<file path="src/rtl/uart_tx_arbiter.sv">
// +----------------------------------------------------------------------------+
// | uart_tx_arbiter: round-robin sharing of one uart_tx among NUM_REQ sources  |
// | Rev 1.0                                                                    |
// +----------------------------------------------------------------------------+
`default_nettype none

module uart_tx_arbiter #(
  parameter int NUM_REQ      = 4,
  parameter int CLKS_PER_BIT = 87,
  parameter int TIMEOUT_CLKS = 13 * CLKS_PER_BIT,
  parameter int GAP_CLKS     = 2,
  localparam int IDW         = $clog2(NUM_REQ)
) (
  input  logic                 i_Clock,
  input  logic                 i_Reset,
  input  logic [NUM_REQ-1:0]   i_Req,
  input  logic [8*NUM_REQ-1:0] i_Req_Byte,
  output logic [NUM_REQ-1:0]   o_Ack,
  output logic [NUM_REQ-1:0]   o_Done,
  output logic                 o_Err,
  output logic [IDW-1:0]       o_Err_Id,
  output logic                 o_Busy,
  output logic [IDW-1:0]       o_Grant_Id,
  output logic                 o_Tx_DV,
  output logic [7:0]           o_Tx_Byte,
  input  logic                 i_Tx_Active,
  input  logic                 i_Tx_Done
);

  localparam int TW = $clog2(TIMEOUT_CLKS + 1);
  localparam int GW = $clog2(GAP_CLKS + 1);

  typedef enum logic [1:0] {
    S_IDLE = 2'd0,
    S_SEND = 2'd1,
    S_GAP  = 2'd2
  } state_t;

  state_t               state, state_next;
  logic [IDW-1:0]       ptr, ptr_next;
  logic [IDW-1:0]       grant_next;
  logic [7:0]           byte_next;
  logic                 dv, dv_next;
  logic [TW-1:0]        timer, timer_next;
  logic [GW-1:0]        gap_cnt, gap_next;
  logic [NUM_REQ-1:0]   ack_next, done_next;
  logic                 err_next;
  logic [IDW-1:0]       err_id_next;
  logic                 pick_valid;
  logic [IDW-1:0]       pick_id;
  logic [7:0]           req_bytes [NUM_REQ];
  logic                 unused_tx_active;

  // Transmitter activity is informational only; sequencing relies on i_Tx_Done.
  assign unused_tx_active = i_Tx_Active;

  for (genvar k = 0; k < NUM_REQ; k++) begin : g_bytes
    assign req_bytes[k] = i_Req_Byte[8*k +: 8];
  end

  // Descending scan so the lowest offset from ptr+1 is the last (winning) write.
  always_comb begin
    int idx;
    idx        = 0;
    pick_valid = 1'b0;
    pick_id    = '0;
    for (int i = NUM_REQ; i >= 1; i--) begin
      idx = int'(ptr) + i;
      if (idx >= NUM_REQ) idx = idx - NUM_REQ;
      if (i_Req[IDW'(idx)]) begin
        pick_valid = 1'b1;
        pick_id    = IDW'(idx);
      end
    end
  end

  always_comb begin
    state_next  = state;
    ptr_next    = ptr;
    grant_next  = o_Grant_Id;
    byte_next   = o_Tx_Byte;
    dv_next     = dv;
    timer_next  = timer;
    gap_next    = gap_cnt;
    ack_next    = '0;
    done_next   = '0;
    err_next    = 1'b0;
    err_id_next = o_Err_Id;
    case (state)
      S_IDLE: begin
        dv_next = 1'b0;
        if (pick_valid) begin
          byte_next          = req_bytes[pick_id];
          grant_next         = pick_id;
          ptr_next           = pick_id;
          ack_next[pick_id]  = 1'b1;
          timer_next         = '0;
          dv_next            = 1'b1;
          state_next         = S_SEND;
        end
      end
      S_SEND: begin
        // Completion takes precedence over a coincident timeout.
        if (i_Tx_Done) begin
          done_next[o_Grant_Id] = 1'b1;
          timer_next            = '0;
          gap_next              = '0;
          dv_next               = 1'b0;
          state_next            = S_GAP;
        end else if (timer == TW'(TIMEOUT_CLKS - 1)) begin
          err_next    = 1'b1;
          err_id_next = o_Grant_Id;
          timer_next  = '0;
          gap_next    = '0;
          dv_next     = 1'b0;
          state_next  = S_GAP;
        end else begin
          timer_next = timer + 1'b1;
        end
      end
      S_GAP: begin
        dv_next = 1'b0;
        if (gap_cnt == GW'(GAP_CLKS - 1)) begin
          state_next = S_IDLE;
        end else begin
          gap_next = gap_cnt + 1'b1;
        end
      end
      default: begin
        dv_next    = 1'b0;
        state_next = S_IDLE;
      end
    endcase
  end

  always_ff @(posedge i_Clock or posedge i_Reset) begin
    if (i_Reset) begin
      state      <= S_IDLE;
      ptr        <= IDW'(NUM_REQ - 1);
      o_Grant_Id <= '0;
      o_Tx_Byte  <= '0;
      dv         <= 1'b0;
      timer      <= '0;
      gap_cnt    <= '0;
      o_Ack      <= '0;
      o_Done     <= '0;
      o_Err      <= 1'b0;
      o_Err_Id   <= '0;
    end else begin
      state      <= state_next;
      ptr        <= ptr_next;
      o_Grant_Id <= grant_next;
      o_Tx_Byte  <= byte_next;
      dv         <= dv_next;
      timer      <= timer_next;
      gap_cnt    <= gap_next;
      o_Ack      <= ack_next;
      o_Done     <= done_next;
      o_Err      <= err_next;
      o_Err_Id   <= err_id_next;
    end
  end

  // Gated so DV is already low in the cycle the transmitter reports done.
  assign o_Tx_DV = dv & ~i_Tx_Done;
  assign o_Busy  = (state == S_SEND) || (state == S_GAP);

endmodule

`default_nettype wire

</file>
<file path="config.mk">
export PLATFORM = sky130hd
export DESIGN_NAME = uart_tx_arbiter
export DESIGN_NICKNAME = d
export VERILOG_FILES = /design/src/rtl/uart_tx_arbiter.sv
export SDC_FILE = /design/constraint.sdc
export NUM_CORES = 1
export LEC_CHECK = 0
export BUFFER_PORTS_ARGS = -buffer_cell sky130_fd_sc_hd__buf_2
export CORE_AREA = 8 8 65 78
export CTS_BUF_LIST = sky130_fd_sc_hd__clkbuf_8 sky130_fd_sc_hd__clkbuf_16
export DETAILED_ROUTE_END_ITERATION = 8
export DIE_AREA = 0 0 73 86
export GPL_ROUTABILITY_DRIVEN = 0
export HOLD_SLACK_MARGIN = 0.02
export PLACE_DENSITY = 0.91
export SLEW_MARGIN = 20
export SYNTH_ARGS = -nofsm -noshare
export SYNTH_HDL_FRONTEND = slang
export SYNTH_SLANG_ARGS = --single-unit
</file>
<file path="constraint.sdc">
create_clock -name i_Clock -period 3.7 [get_ports i_Clock]
set_clock_uncertainty 0.1 [all_clocks]
set_input_delay 0.37 -clock i_Clock [delete_from_list [all_inputs] [get_ports i_Clock]]
set_output_delay 0.37 -clock i_Clock [all_outputs]
set_load 0.1 [all_outputs]
</file>
Yosys cells after proc, flatten, opt, wreduce, memory -nomap -nowiden
Cells that the tools add are included.

storage, ports and cells
  word-level logic and storage cells = 111
  latch bits = 0
  output and inout bits = 23
  RAM bits = 0
  bits in read-only memories = 0
  register bits = 39
  bits of input ports = 40
  memories kept = 0

operators by class
  divide/modulo/power cells = 0
  reductions and logical operators = 11
  multipliers = 0
  equality and inequality tests = 8
  magnitude comparators = 13
  $add $sub $neg = 10
  muxes and demuxes = 55
  shift-type cells = 0
  bitwise logic cells = 3

operators by type and width
  cell                   count
  $mux 11                3
  $mux 2                 15
  $pmux 11 s2            1
  $mux 1                 20
  $bmux 8 s2             1
  $lt 2x4->1 const B     4
  $mux 4                 4
  $mux 8                 2
  $ge 3x3->1 const B     4
  $add 11x1->11 const B  1
  $eq 11x11->1 const B   1
  $reduce_and 3->1       3
  $bmux 1 s2             4
  $sub 2x1->2 const B    4
  $add 2x2->3 const B    2
  $lt 2x3->1 const B     2
  $ne 2x2->1 const B     3
  $pmux 2 s3             1
  $add 2x3->4 const B    1
  $demux 1 s2            2
  $eq 2x1->1 const B     2
  $ge 2x1->1 const B     2
  $ge 4x3->1 const B     1
  $pmux 2 s2             1
  other kinds (13)       16

Longest topological paths before layout
Gate-level depths: netlist (run 1).

  word-level depth = 16
  depth in mapped cells = 8
  gate-level depth less buffers = 7

Worst setup path before layout (run 1)
Ideal clock, no wire load.

  path kind = input to output
  start = input i_Tx_Done
  end = output o_Tx_DV
  stages = 1
  data required time = 3.230 ns
  buffers on the path = 0
  data arrival time = 1.705 ns
  slack = 1.525 ns
  path through = nor2b_1

between the ends
  word-level cells in the longest chain between the ends = 2

ends and longest elaborated chain
  element              RTL line  RTL
  start, declared      27        input logic i_Tx_Done
  $not 1->1 (no line)  -
  $and 1x1->1          165       assign o_Tx_DV = dv & ~i_Tx_Done;
  end, declared        24        output logic o_Tx_DV,

Every way passes these cells.

Worst setup path after layout (run 1)
  start = register timer[0]
  end = register gap_cnt[1]

between the ends
  word-level cells in the longest chain between the ends = 3

ends and longest elaborated chain
  element                     RTL line  RTL
  start, declared             44        logic [TW-1:0] timer, timer_next;
  start signal, assigned      155       timer <= timer_next;
  $eq 11x11->1                110       end else if (timer == TW'(TIMEOUT_CLKS - 1)) begin
  $ne 3x3->1 (no line)        -
  $reduce_and 3->1 (no line)  -
  end signal, assigned        156       gap_cnt <= gap_next;
  end, declared               45        logic [GW-1:0] gap_cnt, gap_next;

Every way passes these cells.
A chain may end at the register's enable or synchronous reset.

==> results.yml, run 1 <==
cts:
  worstSkewPairLatency_ps: 310
  cts_buffers: 5
  clk_pin_slew_ps: 80
  cts_resized: 0
  cts_buffer_depth: 2
  htree_levels: 2
  cts-root-buf: "clkbuf_8"
  clock_sinks: 39
  cts_tree: "built"
synth:
  synth_cell_types: 39
  syn-cell-area_um2: 2010
  synth_warnings: 0
  syn-num-nets: 246
  postSynthAreaPerCell_um2: 10.0
  ys_seq_area_share_pct: 48.8
  synth_edf_count: 0
  synthCells: 200
  yosys_register_bits: 39
  synth_top_flop_cell: "dfrtp_1"
  async_reset_ff_share_pct: 100
sta:
  slew_viol_final: 0
  worstMarginPinSlew_ps: 718
  post-route-min-period_ps: 2250
  whs_ps: 256
  hold_viol: 0
  setup_viol: 0
  final.setup.tns_ps: 0
  finalCritPeriodShare_pct: 60.7
  relSlewSlack_pct: 51.7
  max_freq_mhz: 445
  rsz0062_at_grt: "false"
critical_path:
  crit_required_ps: 3790
  crit_arrival_ps: 2340
  crit_type: "flop to flop"
  ff2ff_path_depth: 6
  crit_fanout: 5
  cp-start-kind: "flop"
  endpoint_kind: "flop"
cells_and_area:
  register_area_um2: 978
  nFillCells: 313
  area_growth_pct: 23.0
  nets: 311
  final_cell_mix: "buf_2, dfrtp_1, nand2_1"
  multi_input_area_um2: 967
  layout.cells.most_common: "buf_2"
  antenna_cells: 0
  drive_above_1_share_pct: 29.7
global_routing:
  grt_use_total_pct: 16.2
  overflow: 0
  grt_max_degree: 33
  antenna_found_initial: 0
  grt_pass1_vias: 1844
  grt_pass1_wl_um: 8000
die:
  die_area_um2: 6280
  die_x_um: 73
  die_h_um: 86
  num_io_pins: 63
  start_util_pct: 52.1
  core-area_um2: 3850
  rows: 25
run:
  cap_viol_max_count: 0
power_and_ir_drop:
  peakVddDrop_v: 0.000683
  power_density_nw_per_um2: 923
  p_leak_nw: 1.27
placed_design:
  io_buffers: 61
  dp_hpwl_um: 3670
status:
  status: "finished clean"
routing:
  drtIter0Drc: 42
  post_drt_via_cell_ratio: 5.43
  dr.pass1.iters: 4
  ant_nets: 0
  wl_per_cell_um: 14.9
  via_count: 1739
  wirelength_um: 4780
  drc: 0
hold_path:
  holdCritPathClass: "input port to flop"
  holdPathStages: 3
==> state kept, by name (all words and copies together) (netlist names) <==
register / cells
timer: 11
o_Tx_Byte: 8
o_Ack: 4
o_Done: 4
gap_cnt: 2
o_Err_Id: 2
o_Grant_Id: 2
ptr: 2
state: 2
dv: 1
o_Err: 1
==> stage by stage <==
step,utilization (%),cells,setup WS [ps],instance area [um^2],power [mW]
2_1_floorplan,-,200,1520,2010,1.75
3_3_place_gp,61.4,311,1490,2360,1.95
3_5_place_dp,61.4,311,1460,2360,1.98
4_1_cts,64.1,320,1450,2470,2.29
5_1_grt,64.1,320,1270,2470,2.39
6_report,64.1,320,1450,2470,2.28
==> final timing paths <==
path | startpoint | end | slack [ps]
hold reg to reg | dv | dv | 370
setup reg to reg | timer[0] | gap_cnt[1] | 1450
min in group asynchronous | i_Reset | timer[0] | 460
setup / recovery | timer[0] | gap_cnt[1] | 1450
hold / removal | i_Tx_Done | o_Done[0] | 260
max in group asynchronous | i_Reset | ptr[1] | 2310
==> layer usage <==
layer  vias to the layer above  track usage [%]  wire length (um)
met1                       832             17.1              1990
met2                        57             28.0              2420
met3                         5             6.18               314
met5                         -                0                 0
met4                         0             6.02                60
li1                        845                -                 -
==> timing repair <==
item,4_1_cts,5_1_grt
hold buffers,1,0
hold endpoints to repair,7,0
buffers inserted,0,0
==> Yosys cell counts, types with 2 or more instances <==
master    count  share of area [%]
or4b_4        2                1.4
and3_1        5                1.6
and2_1        2               0.62
nor3_1        4                1.0
a21o_1        3                1.1
nor2_1       18                3.4
a22o_1        2               0.87
a21oi_1       6                1.5
xnor2_1       2               0.87
nand4_1       2               0.62
buf_2         2               0.50
dfrtp_1      37                 46
xor2_1        4                1.7
nand2b_1      2               0.62
mux2i_1      17                8.5
nand2_1      30                5.6
o31ai_1       4                1.5
o221ai_1      9                3.9
nor2b_1       4                1.2
dfstp_2       2                2.6
nand3_1       5                1.2
clkbuf_1      2               0.37
o21ai_0       8                2.0
inv_1         8                1.5
ha_1          6                3.7
==> critical path: stages, from the launching register on <==
cell     delay (ps)
dfrtp_1         430
inv_1            70
ha_1            130
or4bb_1         530
o31ai_1         450
o21ai_1         170
a22o_1          260
==> cell families after synthesis <==
group | after synthesis | synth area share [%]
AND/OR/NAND/NOR | 80 | 19.8
flip-flops | 39 | 48.8
AO/OA/AOI/OAI | 38 | 13.3
multiplexers | 17 | 8.48
buffers and inverters | 14 | 3.31
XOR/XNOR | 6 | 2.62
adder cells (fa/ha/maj) | 6 | 3.74
==> where the power goes <==
part / internal, mW / switching [mW] / total (mW) / leakage [nW]
logic: 0.304 / 1.04 / 1.35 / 0.713
clock network: 0.135 / 0.164 / 0.299 / 0.0408
registers: 0.550 / 0.0788 / 0.629 / 0.511
==> cell type report <==
class / count / share of cell area, %
multi-input combinational: 147 / 39.2
inverter: 8 / 1.22
clock buffer: 5 / 2.79
tap: 54 / 2.74
timing repair buffer: 64 / 13.4
sequential: 39 / 39.7
clock inverter: 3 / 0.964
Power figures use the tool's default switching activity.
==> run 2, diff against run 1 <==
- CORE_AREA: 8 8 65 78 -> 8 8 70 84
- DIE_AREA: 0 0 73 86 -> 0 0 78 92
- PLACE_DENSITY: 0.91 -> 0.83
- clock period: 3.7 -> 2 ns (I/O delays scaled with it)
==> results.yml, run 2 (synthesis gave the netlist of run 1 again) <==
status:
  status: "complete, but fails checks"
  failed_checks: "setup timing"
critical_path:
  critical_path.top_delay_family: "simple AND/OR/NAND/NOR gates"
  cp-start-kind: "flop"
  ff2ff_path_depth: 7
  crit_slowest_cell: "or4bb_4"
  slowest_delay_ps: 500
  crit_fanout: 5
  r2r_end: "timer[0]"
  crit_buf_inv: 2
  cp_cell_sequence: "inv_1 > ha_1 > or4bb_4 > o31a_1 > buf_6 > nand2_1 > o21ai_0"
  reg2reg_slack_ps: -50
  crit_arrival_ps: 2130
  r2r-start: "timer[0]"
  crit_cells: 7
  crit_type: "flop to flop"
  endpoint_kind: "flop"
  crit_required_ps: 2080
power_and_ir_drop:
  power_density_nw_per_um2: 1700
  power_mw: 4.46
  peakVddDrop_v: 0.00121
  p_leak_nw: 1.35
placed_design:
  place_inst: 326
  dp_hpwl_um: 3730
  io_buffers: 61
  pre_cts_ws_ps: -11.7
sta:
  worstMarginPinSlew_ps: 499
  timing.final.ws_setup_ps: -47.1
  setup_viol: 7
  max_freq_mhz: 489
  relSlewSlack_pct: 67.0
  post-route-min-period_ps: 2050
  finalCritPeriodShare_pct: 102
  slew_viol_final: 0
  rsz0062_at_grt: "true"
  final.setup.tns_ps: -229
  hold_viol: 0
global_routing:
  overflow: 0
  grt_pass1_wl_um: 8510
  grt_max_degree: 40
  grt_use_total_pct: 14.5
  antenna_found_initial: 0
  grt_pass1_vias: 1943
hold_path:
  holdPathStages: 3
  holdCritPathClass: "input port to flop"
  hold_end: "o_Done[0]"
  hold_start: "i_Tx_Done"
cells_and_area:
  nets: 323
  area_growth_pct: 31.0
  post-route-util_pct: 58.0
  drive_above_1_share_pct: 34.9
  largest_reg_flops: 11
  final_cells: 336
  nFillCells: 392
  antenna_cells: 0
  top_register: "timer"
  reg_top3: "timer x11, o_Tx_Byte x8"
  register_area_um2: 978
  final_cell_mix: "buf_2, dfrtp_1, nand2_1"
  multi_input_area_um2: 1000
  layout.cells.most_common: "buf_2"
die:
  start_util_pct: 44.3
  die_h_um: 92
  core-area_um2: 4530
  num_io_pins: 63
  rows: 27
  die_area_um2: 7180
  die_x_um: 78
cts:
  cts_tree: "built"
  cts_buffers: 5
  worstSkewPairLatency_ps: 300
  clk_pin_slew_ps: 80
  cts_buffer_depth: 2
  clock_sinks: 39
  htree_levels: 2
  cts-root-buf: "clkbuf_8"
routing:
  ant_nets: 0
  drc: 0
  wl_per_cell_um: 14.9
  wirelength_um: 5010
  via_count: 1788
  post_drt_via_cell_ratio: 5.32
  dr.pass1.iters: 4
  drtIter0Drc: 65
run:
  cap_viol_max_count: 0
[run 2: cell types whose count changed in the layout (fill, tap and decap cells not counted), moves of 2 or more]
cell | before | now
o31ai_1 | 4 | 2
o31ai_2 | 0 | 2
clkinvlp_4 | 2 | 0
buf_4 | 2 | 11
[run 2: area by class of cell]
cell class,instances,share of cell area [%]
repair buffers,75,16.3
clock inverters,3,1.67
inverters,8,1.14
well taps,58,2.76
multi-input cells,148,38.2
clock buffers,5,2.62
flip-flops and latches,39,37.2
[run 2: layer usage]
metal	share of wire [%]	global-route usage, %	up-vias
met4	2.0	5.42	0
met2	48	24.7	73
met3	8.1	5.96	11
met5	0	0	-
met1	42	15.7	835
li1	-	-	869
[run 2: tightest hold or removal path, stage by stage]
cell and delay [ps]:
buf_2 130, nand2_1 90, nor3_1 50
[run 2: repair_timing]
action,4_1_cts,5_1_grt
pin swaps,1,4
endpoints found under the hold margin,37,0
setup endpoints to repair,14,17
setup buffers,0,0
resized for setup,1,8
hold buffers,1,0
cloned,1,0
[run 2: worst max path at each step]
stage             start  endpoint  slack [ps]
2_1_floorplan  timer[0]  state[0]           8
3_3_place_gp   timer[0]  state[0]           6
3_5_place_dp   timer[0]  state[0]         -10
4_1_cts        timer[0]  state[0]           7
5_1_grt        timer[0]  timer[0]        -110
6_report       timer[0]  timer[0]         -50
[run 2: per-stage QoR]
stage / hold WS [ps] / instance area [um^2]
after detailed placement: 247 / 2460
after CTS: 75.5 / 2600
after global routing: 116 / 2630
final: 94.3 / 2630
after global placement: 238 / 2460
after floorplan: 244 / 2010
[run 2: where the power goes]
group	leakage (nW)	total (mW)	switching [mW]	internal [mW]
registers	0.511	1.17	0.151	1.02
logic	0.781	2.63	1.96	0.668
clock network	0.0581	0.660	0.289	0.371
==> run 3, diff against run 2 <==
==> constraint.sdc (replaced) <==
create_clock -name i_Clock -period 2 [get_ports i_Clock]
set_clock_uncertainty 0.1 [all_clocks]
set_input_delay 0.4 -clock i_Clock [delete_from_list [all_inputs] [get_ports i_Clock]]
set_output_delay 0.4 -clock i_Clock [all_outputs]
set_load 0.1 [all_outputs]
==> results.yml, run 3 (synthesis gave the netlist of run 1 again) <==
cts:
  post_cts_buffers: 0
  cts_hold_buf: 0
  cts_buffer_depth: 2
  cts_tree: "built"
  clock_sinks: 39
  worstSkewPairLatency_ps: 300
  cts-root-buf: "clkbuf_8"
  clk_pin_slew_ps: 80
  htree_levels: 2
  cts_buffers: 5
critical_path:
  startpoint: "timer[9]"
  endpoint_kind: "flop"
  r2r-start: "timer[9]"
  crit_required_ps: 2080
  crit_type: "flop to flop"
  crit_fanout: 9
  cp-start-kind: "flop"
  crit_arrival_ps: 2040
global_routing:
  antenna_found_initial: 0
  grt_pass1_vias: 1871
  grt_pass1_wl_um: 8220
  overflow: 0
  grt_max_degree: 40
  grt_use_total_pct: 14.0
status:
  status: "finished clean"
cells_and_area:
  final_cell_mix: "buf_2, dfrtp_1, nand2_1"
  antenna_cells: 0
  nets: 326
  layout.cells.most_common: "buf_2"
  largest_reg_flops: 11
  area_growth_pct: 31.8
  drive_above_1_share_pct: 37.0
  post-route-util_pct: 58.4
  top_register: "timer"
  reg_top3: "timer x11, o_Tx_Byte x8"
power_and_ir_drop:
  intPower_mw: 2.01
  p_leak_nw: 1.37
  p_sw_mw: 2.40
  pwr-share-clk_pct: 11.8
  sw_frac_of_total_pct: 54.5
  p_seq_share_pct: 26.1
  pwr-share-comb_pct: 62.1
  power_density_nw_per_um2: 1670
  peakVddDrop_v: 0.00136
routing:
  dr.pass1.iters: 4
  drc: 0
  wirelength_um: 4960
  post_drt_via_cell_ratio: 5.31
  via_count: 1801
  drtIter0Drc: 94
  wl_per_cell_um: 14.6
  ant_nets: 0
die:
  num_io_pins: 63
  die_h_um: 92
  die_area_um2: 7180
  start_util_pct: 44.3
  core-area_um2: 4530
  rows: 27
  die_x_um: 78
sta:
  worstMarginPinSlew_ps: 501
  rsz0062_at_grt: "true"
  setup_viol: 0
  finalCritPeriodShare_pct: 98.3
  slew_viol_final: 0
  final.setup.tns_ps: 0
  post-route-min-period_ps: 1970
  hold_viol: 0
  relSlewSlack_pct: 66.8
  max_freq_mhz: 509
placed_design:
  io_buffers: 61
  dp_hpwl_um: 3780
hold_path:
  holdCritPathClass: "input port to async pin"
run:
  cap_viol_max_count: 0
## run 3: stage by stage
step	cells	total power, mW	hold slack [ps]	instance area (um^2)	worst slack [ps]
floorplan	200	3.24	342	2010	7.74
finish	339	4.41	108	2640	34.7
global route	339	4.66	156	2640	-37.7
detailed placement	331	3.88	365	2520	-10.9
global placement	331	3.83	356	2520	1.69
CTS	339	4.40	123	2600	-0.537
## run 3: timing repair
action,CTS,global route
endpoints found under the setup margin,8,14
hold endpoints to repair,0,0
resized for setup,0,12
pin swaps,1,3
## run 3: final cells by class
class	count	area [um^2]
clock buffers	5	68.8
clock inverters	3	16.3
fillers	399	1880
inverters	8	30.0
multi-input cells	147	1010
flip-flops and latches	39	978
well taps	58	72.6
repair buffers	79	465
## run 3: worst max-delay path: stages (launching register included)
cell     delay (ps)
dfrtp_1         410
or4b_4          580
o31a_4          410
nor2_2          250
nor2_1           90
## run 3: routing by layer
metal	wire, um	vias to the layer above	GRT usage [%]
met5	0	-	0
met4	55	0	4.49
met1	2110	842	15.6
met3	382	5	6.15
met2	2410	74	23.3
li1	-	880	-
## run 3: path summary, 6_finish.rpt
path	endpoint	slack [ps]	depth (start not counted)
min in group i_Clock	o_Done[2]	300	3
hold reg to reg	o_Err_Id[0]	380	2
max in group asynchronous	ptr[1]	1340	3
hold / removal	o_Tx_Byte[2]	110	3
setup reg to reg	timer[10]	30	4
setup / recovery	timer[10]	30	4
## run 3: power by group through the flow
stage	clock network [mW]	logic (mW)	registers (mW)
global route	0.561	2.91	1.18
finish	0.520	2.74	1.15
global placement	0	2.67	1.16
detailed placement	0	2.72	1.16
CTS	0.529	2.72	1.15
floorplan	0	1.12	2.11
